File: src/rtl/opti_pkg.sv
// Shared types and constants for the SOS feeder: Q2.22 sample type,
// coefficient-bank layout and the feeder state encoding.
package opti_pkg;

  localparam int unsigned SAMPLE_W   = 24;
  localparam int unsigned CFG_ADDR_W = 3;

  // Signed Q2.22 sample / coefficient word
  typedef logic signed [SAMPLE_W-1:0] q2_22_t;

  // Coefficient select codes on cfg_addr; codes 5..7 are ignored
  localparam logic [CFG_ADDR_W-1:0] COEF_B0 = 3'd0;
  localparam logic [CFG_ADDR_W-1:0] COEF_B1 = 3'd1;
  localparam logic [CFG_ADDR_W-1:0] COEF_B2 = 3'd2;
  localparam logic [CFG_ADDR_W-1:0] COEF_A1 = 3'd3;
  localparam logic [CFG_ADDR_W-1:0] COEF_A2 = 3'd4;

  // One full biquad coefficient set
  typedef struct packed {
    q2_22_t b0;
    q2_22_t b1;
    q2_22_t b2;
    q2_22_t a1;
    q2_22_t a2;
  } coef_set_t;

  typedef enum logic [1:0] {
    ST_IDLE   = 2'd0,
    ST_ISSUE  = 2'd1,
    ST_WAIT   = 2'd2,
    ST_COMMIT = 2'd3
  } feeder_state_t;

  // Return cur with the addressed coefficient replaced; unknown codes leave it intact
  function automatic coef_set_t coef_write(input coef_set_t cur,
                                           input logic [CFG_ADDR_W-1:0] addr,
                                           input q2_22_t val);
    coef_set_t nxt;
    nxt = cur;
    case (addr)
      COEF_B0: nxt.b0 = val;
      COEF_B1: nxt.b1 = val;
      COEF_B2: nxt.b2 = val;
      COEF_A1: nxt.a1 = val;
      COEF_A2: nxt.a2 = val;
      default: nxt = cur;
    endcase
    return nxt;
  endfunction

endpackage

File: src/rtl/opti_sync_fifo.sv
// Single-clock first-word-fall-through FIFO. DEPTH must be a power of two.
// Pushes into a full FIFO are dropped, even when a pop happens the same cycle.
module opti_sync_fifo #(
  parameter int unsigned WIDTH = 24,
  parameter int unsigned DEPTH = 8
) (
  input  logic             clk,
  input  logic             rst_n,
  input  logic             push,
  input  logic [WIDTH-1:0] wr_data,
  input  logic             pop,
  output logic [WIDTH-1:0] rd_data,
  output logic             full,
  output logic             empty
);

  localparam int unsigned PTR_W = (DEPTH > 1) ? $clog2(DEPTH) : 1;
  localparam int unsigned CNT_W = $clog2(DEPTH + 1);

  logic [WIDTH-1:0] mem [DEPTH];
  logic [PTR_W-1:0] wr_ptr;
  logic [PTR_W-1:0] rd_ptr;
  logic [CNT_W-1:0] count;
  logic             push_ok;
  logic             pop_ok;

  assign full    = (count == CNT_W'(DEPTH));
  assign empty   = (count == '0);
  assign push_ok = push && !full;
  assign pop_ok  = pop && !empty;
  assign rd_data = mem[rd_ptr];

  // Pointer and occupancy tracking; pointers wrap naturally at the power-of-two depth
  always_ff @(posedge clk or negedge rst_n) begin
    if (!rst_n) begin
      wr_ptr <= '0;
      rd_ptr <= '0;
      count  <= '0;
    end else begin
      if (push_ok) wr_ptr <= wr_ptr + PTR_W'(1);
      if (pop_ok)  rd_ptr <= rd_ptr + PTR_W'(1);
      case ({push_ok, pop_ok})
        2'b10:   count <= count + CNT_W'(1);
        2'b01:   count <= count - CNT_W'(1);
        default: count <= count;
      endcase
    end
  end

  // Storage array, no reset needed since reads are gated by occupancy
  always_ff @(posedge clk) begin
    if (push_ok) mem[wr_ptr] <= wr_data;
  end

endmodule

File: src/rtl/opti_sos_feeder.sv
// Feeds buffered samples one at a time into a biquad (SOS) section and owns
// its coefficient bank. Only one sample is in flight, so the section's
// feedback state is settled before the next issue. Coefficient commits are
// deferred to a sample boundary and copied atomically.
// Optional build macro OPTI_FEEDER_STATS_EN adds issued_cnt / timeout_cnt.
module opti_sos_feeder
  import opti_pkg::*;
#(
  parameter int unsigned FIFO_DEPTH     = 8,
  parameter int unsigned RESULT_TIMEOUT = 64
) (
  input  logic                  clk,
  input  logic                  rst_n,
  input  logic                  s_valid,
  output logic                  s_ready,
  input  logic [SAMPLE_W-1:0]   s_data,
  input  logic                  cfg_we,
  input  logic [CFG_ADDR_W-1:0] cfg_addr,
  input  logic [SAMPLE_W-1:0]   cfg_wdata,
  input  logic                  cfg_commit,
  output logic                  sos_valid,
  output logic [SAMPLE_W-1:0]   sos_data,
  output logic [SAMPLE_W-1:0]   b0,
  output logic [SAMPLE_W-1:0]   b1,
  output logic [SAMPLE_W-1:0]   b2,
  output logic [SAMPLE_W-1:0]   a1,
  output logic [SAMPLE_W-1:0]   a2,
  input  logic                  sos_done,
  output logic                  busy,
  output logic                  timeout_err
`ifdef OPTI_FEEDER_STATS_EN
  ,
  output logic [31:0]           issued_cnt,
  output logic [15:0]           timeout_cnt
`endif
);

  localparam int unsigned TMO_W = $clog2(RESULT_TIMEOUT + 1);

  feeder_state_t       state;
  feeder_state_t       state_d;
  logic                issue_start_c;
  logic                commit_c;
  logic                tmo_hit_c;
  logic                pending;
  logic [TMO_W-1:0]    wait_cnt;
  coef_set_t           shadow;
  coef_set_t           active;
  logic                fifo_full;
  logic                fifo_empty;
  logic [SAMPLE_W-1:0] fifo_rd_data;

  opti_sync_fifo #(
    .WIDTH (SAMPLE_W),
    .DEPTH (FIFO_DEPTH)
  ) u_fifo (
    .clk     (clk),
    .rst_n   (rst_n),
    .push    (s_valid && !fifo_full),
    .wr_data (s_data),
    .pop     (issue_start_c),
    .rd_data (fifo_rd_data),
    .full    (fifo_full),
    .empty   (fifo_empty)
  );

  assign s_ready = !fifo_full;
  assign busy    = (state != ST_IDLE) || !fifo_empty;
  assign b0      = active.b0;
  assign b1      = active.b1;
  assign b2      = active.b2;
  assign a1      = active.a1;
  assign a2      = active.a2;

  // State register
  always_ff @(posedge clk or negedge rst_n) begin
    if (!rst_n) state <= ST_IDLE;
    else        state <= state_d;
  end

  // Next-state and control strobes; commits win over issues at a boundary
  always_comb begin
    state_d       = state;
    issue_start_c = 1'b0;
    commit_c      = 1'b0;
    tmo_hit_c     = 1'b0;
    case (state)
      ST_IDLE: begin
        if (pending) begin
          state_d = ST_COMMIT;
        end else if (!fifo_empty) begin
          state_d       = ST_ISSUE;
          issue_start_c = 1'b1;
        end
      end
      ST_ISSUE: state_d = ST_WAIT;
      ST_WAIT: begin
        if (sos_done) begin
          state_d = ST_IDLE;
        end else if (wait_cnt == TMO_W'(RESULT_TIMEOUT - 1)) begin
          state_d   = ST_IDLE;
          tmo_hit_c = 1'b1;
        end
      end
      ST_COMMIT: begin
        commit_c = 1'b1;
        state_d  = ST_IDLE;
      end
      default: state_d = ST_IDLE;
    endcase
  end

  // Cycles spent in WAIT for the current sample
  always_ff @(posedge clk or negedge rst_n) begin
    if (!rst_n)                wait_cnt <= '0;
    else if (state == ST_WAIT) wait_cnt <= wait_cnt + TMO_W'(1);
    else                       wait_cnt <= '0;
  end

  // Issue strobe and sample, popped on entry to ISSUE so they are visible during it
  always_ff @(posedge clk or negedge rst_n) begin
    if (!rst_n) begin
      sos_valid <= 1'b0;
      sos_data  <= '0;
    end else begin
      sos_valid <= issue_start_c;
      if (issue_start_c) sos_data <= fifo_rd_data;
    end
  end

  // Commit request; a new request in the copy cycle stays pending for another copy
  always_ff @(posedge clk or negedge rst_n) begin
    if (!rst_n)          pending <= 1'b0;
    else if (cfg_commit) pending <= 1'b1;
    else if (commit_c)   pending <= 1'b0;
  end

  // Shadow and active banks; the copy reads the shadow before any same-cycle write
  always_ff @(posedge clk or negedge rst_n) begin
    if (!rst_n) begin
      shadow <= '0;
      active <= '0;
    end else begin
      if (cfg_we)   shadow <= coef_write(shadow, cfg_addr, cfg_wdata);
      if (commit_c) active <= shadow;
    end
  end

  // Sticky timeout flag
  always_ff @(posedge clk or negedge rst_n) begin
    if (!rst_n)         timeout_err <= 1'b0;
    else if (tmo_hit_c) timeout_err <= 1'b1;
  end

`ifdef OPTI_FEEDER_STATS_EN
  // Issue counter (wraps) and saturating timeout counter
  always_ff @(posedge clk or negedge rst_n) begin
    if (!rst_n) begin
      issued_cnt  <= '0;
      timeout_cnt <= '0;
    end else begin
      if (issue_start_c) issued_cnt <= issued_cnt + 32'd1;
      if (tmo_hit_c && (timeout_cnt != 16'hFFFF)) timeout_cnt <= timeout_cnt + 16'd1;
    end
  end
`endif

endmodule

File: config.mk
export PLATFORM = sky130hd
export DESIGN_NAME = opti_sos_feeder
export DESIGN_NICKNAME = d
export VERILOG_FILES = /design/src/rtl/opti_pkg.sv /design/src/rtl/opti_sync_fifo.sv /design/src/rtl/opti_sos_feeder.sv
export SDC_FILE = /design/constraint.sdc
export NUM_CORES = 1
export LEC_CHECK = 0
export CORE_MARGIN = 2
export CORE_UTILIZATION = 45
export DETAILED_ROUTE_END_ITERATION = 16
export GPL_ROUTABILITY_DRIVEN = 0
export PLACE_DENSITY = 0.64
export SETUP_SLACK_MARGIN = 0.4
export SYNTH_ARGS = -nofsm -noshare
export SYNTH_HDL_FRONTEND = slang
export SYNTH_SLANG_ARGS = --single-unit
File: constraint.sdc
create_clock -name clk -period 4.23 [get_ports clk]
set_input_delay 0.423 -clock clk [delete_from_list [all_inputs] [get_ports clk]]
set_output_delay 0.423 -clock clk [all_outputs]
set_load 0.1 [all_outputs]
Word-level counts from Yosys, hierarchy flattened
Memories as Yosys holds them, arrays and structs flattened. A register that Yosys moved wholly into a read port is not among the register bits. Cells that the tools add are included.

Register bits after elaboration: 262. Bits in writable memories: 192. Bits of input ports: 57. Output and inout port bits: 148. Word-level logic and storage cells: 74. Memories: 1.

Memories: u_fifo.mem (words 8, bits a word 24, read ports 1, clocked after Yosys merged registers in 1, write ports 1, RTL line opti_sync_fifo.sv:20) `logic [WIDTH-1:0] mem [DEPTH];`.

Add/sub/neg operators: 5. Equal/unequal tests: 13. Muxes and demuxes: 18. Reduce and logical (&&, ||, !) cells: 19.

Operator list (number): AND reduction 2 bit (6); 2-to-1 mux 1 bit (11); 2-to-1 mux 2 bit (4); case mux 2 bit (4 select lines) (1); case mux 4 bit (2 select lines) (1); adder 7 x 1 -> 7 bit, second input constant (1); equality test 7 x 6 -> 1 bit, second input constant (1); 2-to-1 mux 7 bit (1); adder 3 x 1 -> 3 bit, second input constant (2); equality test 2 bit, second input constant (3); equality test 3 x 2 -> 1 bit, second input constant (2); != test 3 bit, second input constant (2); nonzero test 2 bit (3); adder 4 x 1 -> 4 bit, second input constant (1); equality test 2 x 1 -> 1 bit, second input constant (2); equality test 4 bit, second input constant (1); logical NOT 4 bit (1); subtractor 4 x 1 -> 4 bit, second input constant (1); equality test 3 x 1 -> 1 bit, second input constant (1); equality test 3 bit, second input constant (1); logical AND 1 bit (3); logical NOT 1 bit (3); logical NOT 3 bit (1); logical NOT 2 bit (1); logical OR 1 bit (1).

Depth between registers and ports, before layout
Depth after elaboration: 7. Depth in mapped cells: 11. Mapped depth without buffers: 10.

Modules after synthesis
From an unflattened synthesis, not the netlist that was laid out.

Cell total of the unflattened synthesis: 955. Area total of the unflattened synthesis: 18305.1 um^2.

By module, submodules not included: opti_sos_feeder (times used 1, cells each 610, area each 10403.7 um^2, seq. area each 6906.6 um^2); opti_sync_fifo (times used 1, cells each 345, area each 7901.3 um^2, seq. area each 6015.8 um^2).

Least setup slack after synthesis
No wires, ideal clock.

Kind: register to register. Start: register u_fifo.count[1]. End: memory u_fifo.mem[0][0] (enable). Library setup time: 467 ps. Data arrival time: 3964 ps. Required time: 3763 ps. Slack: -201 ps. Stages on the path, launching flop included: 6. Path buffers: 1. Clock period less this slack: 4431 ps. Cell sequence: dfrtp_1 > buf_2 > nor3_1 > nand2_1 > nand2_1 > nor4_1.

Word-level cells in the longest chain between the ends: 6.

RTL lines: from (decl) (RTL line opti_sync_fifo.sv:23) `logic [CNT_W-1:0] count;`; from (signal assigned) (RTL line opti_sync_fifo.sv:43) `2'b10: count <= count + CNT_W'(1);`; from (signal assigned) (RTL line opti_sync_fifo.sv:44) `2'b01: count <= count - CNT_W'(1);`; from (signal assigned) (RTL line opti_sync_fifo.sv:45) `default: count <= count;`; equality test 4 bit * (RTL line opti_sync_fifo.sv:27) `assign full = (count == CNT_W'(DEPTH));`; logical NOT 1 bit *; net s_ready (RTL line opti_sos_feeder.sv:15) `output logic s_ready,`; logical AND 1 bit (RTL line opti_sos_feeder.sv:59) `.push (s_valid && !fifo_full),`; logical AND 1 bit * (RTL line opti_sync_fifo.sv:29) `assign push_ok = push && !full;`; 2-to-1 mux 1 bit * (RTL line opti_sync_fifo.sv:52) `if (push_ok) mem[wr_ptr] <= wr_data;`; 2-to-1 mux 1 bit (implied by the code) * (RTL line opti_sync_fifo.sv:52); to (decl) (RTL line opti_sync_fifo.sv:20).

Mark *: on every way through the listed nets, which the timed path passes. The rest lies on a longest branch.

Worst setup path in the final report
Start: register u_fifo.count[0]. End: output port busy.

Word-level cells in the longest chain between the ends: 3.

RTL lines: logical NOT 4 bit (RTL line opti_sync_fifo.sv:28) `assign empty = (count == '0);`; logical NOT 1 bit (RTL line opti_sos_feeder.sv:68) `assign busy = (state != ST_IDLE) || !fifo_empty;`; logical OR 1 bit (RTL line opti_sos_feeder.sv:68); to (decl) (RTL line opti_sos_feeder.sv:29) `output logic busy,`.

No other way between the ends.

==> metrics.txt <==
Rows=73; status=finished, final reports clean; CP max stage delay=0.97 ns; die area=0.0417 mm^2; RSZ-0062 raised after global routing=no; post_cts resized=0; clk_lat worst skew=0.57 ns; startpoint types=flop; Area growth syn-to-layout=24.5%; CP Depth=3; WP data arrival=2.87 ns; Mapped Cells=975; Max Cap Violations=0; clk_skew=0.0125 ns; GRT Overall Usage=17.6%; Synth Register Bits=478; slew margin rel.=28.2%; synthesized net count=1,038; max-slew violation count=0; Hold Crit Class=primary input to flop; 1st-pass router iterations=4; nets@finish=1,274; post-route ant nets=0; PortBufs=204; final instance area=0.0224 mm^2; Post-DP Area=0.0207 mm^2; Top FF cell, synth=dfrtp_1; gr ovfl total=0; layout cell share with drive strength beyond 1=33.4%; average size of a mapped cell=18.5 um^2; Worst-Margin Slew=1.07 ns; CORE AREA=0.0396 mm^2; clk slew on worst S/H paths=0.06 ns; Final HPWL DP=21,800 um; crit-path cells=or4_4 > or3_1 > clkdlybuf4s50_1; First DRT Iteration DRCs=345; critical path class=flop to primary output; starting density of the core=45.5%; utilization after layout=56.6%; Post-Syn Area=0.0180 mm^2; largest family of logic cells by synthesized area=multiplexers; Worst path slowest cell=clkdlybuf4s50_1; ys async rst share=59.8%; adder-cell share of the synthesized area=0.417%; die extent in x=204 um; Routed WL per cell=20.2 um; area of the multi-input gates=0.00486 mm^2; sequential area share after synthesis=71.7%; Setup TNS=0 ns; number of clock buffers inserted by TritonCTS=50; yosys warns=0; CP required=3.81 ns; fin crit share=77.8%; Peak Freq=304 MHz; largest net degree at the start of global routing=124; sequential cell area=0.0129 mm^2; Cell variety after synth=37; Vias=9,179; CTS tree=yes; Root Driver=clkbuf_16; Worst path top cell family by delay=buffers and inverters; CP endpoint kind=primary output; n_diodes=0; Final setup viols=0; simple-gate share of the synthesized area=2.15%; first-pass GRT wire length=55,900 um; antenna violations before repair=2; Critical Path Fanout Max=6; Hold Crit Depth=2; height of the chip=204 um; clk sinks=478; Tmin final=3.29 ns; Fill cells=3,122; vias in the first global route=9,604; I/O pin count=205; XOR/XNOR Fraction of Synth Area=0.583%; Final Hold Fails=0; Buf/Inv on CP=1; mux share of post-synthesis cell area=22.5%; Vias/cell=5.18; post-synthesis compound-gate area fraction=1.01%; # DRC=0; Post-synth EDFFs=192; R2R Setup Slk=1.85 ns; clk buf depth=3; Post-Route WL=35,800 um; H-tree levels=2; cell count of the worst reg-to-reg path=10
-- synth_stat cells (7+ instances only) --
library cell  count  share of area, %
mux2i_1          24               1.3
clkbuf_1          9              0.19
dfrtp_1         286                40
mux2_2          242                15
nor3_1            7              0.19
buf_4            15              0.62
mux4_2           48               6.0
edfxtp_1        192                32
buf_2            15              0.42
nor2_1           11              0.23
nand2_1          39              0.81
o21ai_0          16              0.44
o21ai_1          11              0.31
xnor2_1           7              0.34
-- routing by layer --
layer | vias to the layer above | global-route usage [%] | share of wire (%)
li1 | 4126 | - | -
met1 | 4796 | 23.9 | 44
met2 | 201 | 29.2 | 49
met3 | 52 | 3.86 | 4.8
met4 | 4 | 4.24 | 1.6
met5 | - | 0 | 0.078
-- through the flow --
stage | std cells | setup slack, ns | hold slack, ns
after global placement | 1683 | 1.52 | 0.449
after floorplan | 975 | 0.427 | 0.127
after global routing | 1772 | 0.853 | 0.423
after CTS | 1772 | 0.891 | 0.384
final | 1772 | 0.939 | 0.422
after detailed placement | 1683 | 1.52 | 0.460
-- what timing repair did --
action | 4_1_cts | 5_1_grt
hold buffers | 1 | 0
buffers inserted | 0 | 0
endpoints found under the hold margin | 53 | 0
setup endpoints to repair | 0 | 0
-- state kept, by name (all words and copies together) (netlist names), 3 cells and up --
register,cells
u_fifo.rd_ptr,3
b1,24
a1,24
b2,24
u_fifo.mem,192
b0,24
u_fifo.count,4
wait_cnt,7
u_fifo.wr_ptr,3
shadow,120
a2,24
sos_data,24
-- logic make-up (layout without fill, tap and decap cells) --
group / Yosys count / count (layout)
flops: 478 / 478
mux: 314 / 314
simple gates: 80 / 80
buf+inv: 50 / 322
compound gates: 35 / 35
xor+xnor: 12 / 12
fa+ha+maj: 6 / 6
-- worst register-to-register path, delay by kind of cell (launching register included) --
| kind | cells | cell delay, ns |
|---|---|---|
| XOR/XNOR | 3 | 0.47 |
| adder cells (fa/ha/maj) | 2 | 0.44 |
| AO/OA/AOI/OAI | 1 | 0.15 |
| flip-flops | 1 | 0.44 |
| buffers and inverters | 1 | 0.05 |
| AND/OR/NAND/NOR | 3 | 0.72 |
-- worst paths after layout --
check,startpoint,to
worst max register to register,u_fifo.count[0],u_fifo.count[2]
worst min-delay path,cfg_commit,pending
max in group asynchronous,rst_n,b0[3]
worst max-delay path,u_fifo.count[0],busy
min in group asynchronous,rst_n,b0[19]
worst min register to register,wait_cnt[0],wait_cnt[0]
-- cell usage in the layout (no fill, tap or decap), types with 2 or more instances in the layout --
cell / count
nand2_1: 38
nor2_1: 8
mux2i_1: 24
xnor2_1: 7
dfrtp_2: 3
clkinv_2: 6
mux4_2: 48
o21ai_0: 16
inv_1: 3
clkdlybuf4s50_1: 203
edfxtp_1: 192
nor3_1: 3
nand3_1: 6
nor3_2: 4
nand2b_1: 4
dfrtp_1: 283
xor2_1: 5
clkbuf_1: 8
clkinvlp_4: 5
buf_4: 23
or3_1: 3
clkbuf_16: 53
ha_1: 6
mux2_2: 242
o21ai_1: 11
bufinv_16: 4
a21oi_1: 5
buf_12: 2
nand2_4: 2
clkbuf_8: 11
nor2_2: 5
-- area by class of cell --
| cell class | count | area share [%] |
|---|---|---|
| sequential | 478 | 57.6 |
| tap | 525 | 2.93 |
| timing repair buffer | 230 | 10.1 |
| multi-input combinational | 447 | 21.7 |
| clock inverter | 16 | 0.876 |
| inverter | 4 | 0.0669 |
| clock buffer | 72 | 6.72 |
Power is left out: the tool's default activity adds up to more than one toggle a clock period on the data nets, which glitch-free logic cannot reach.
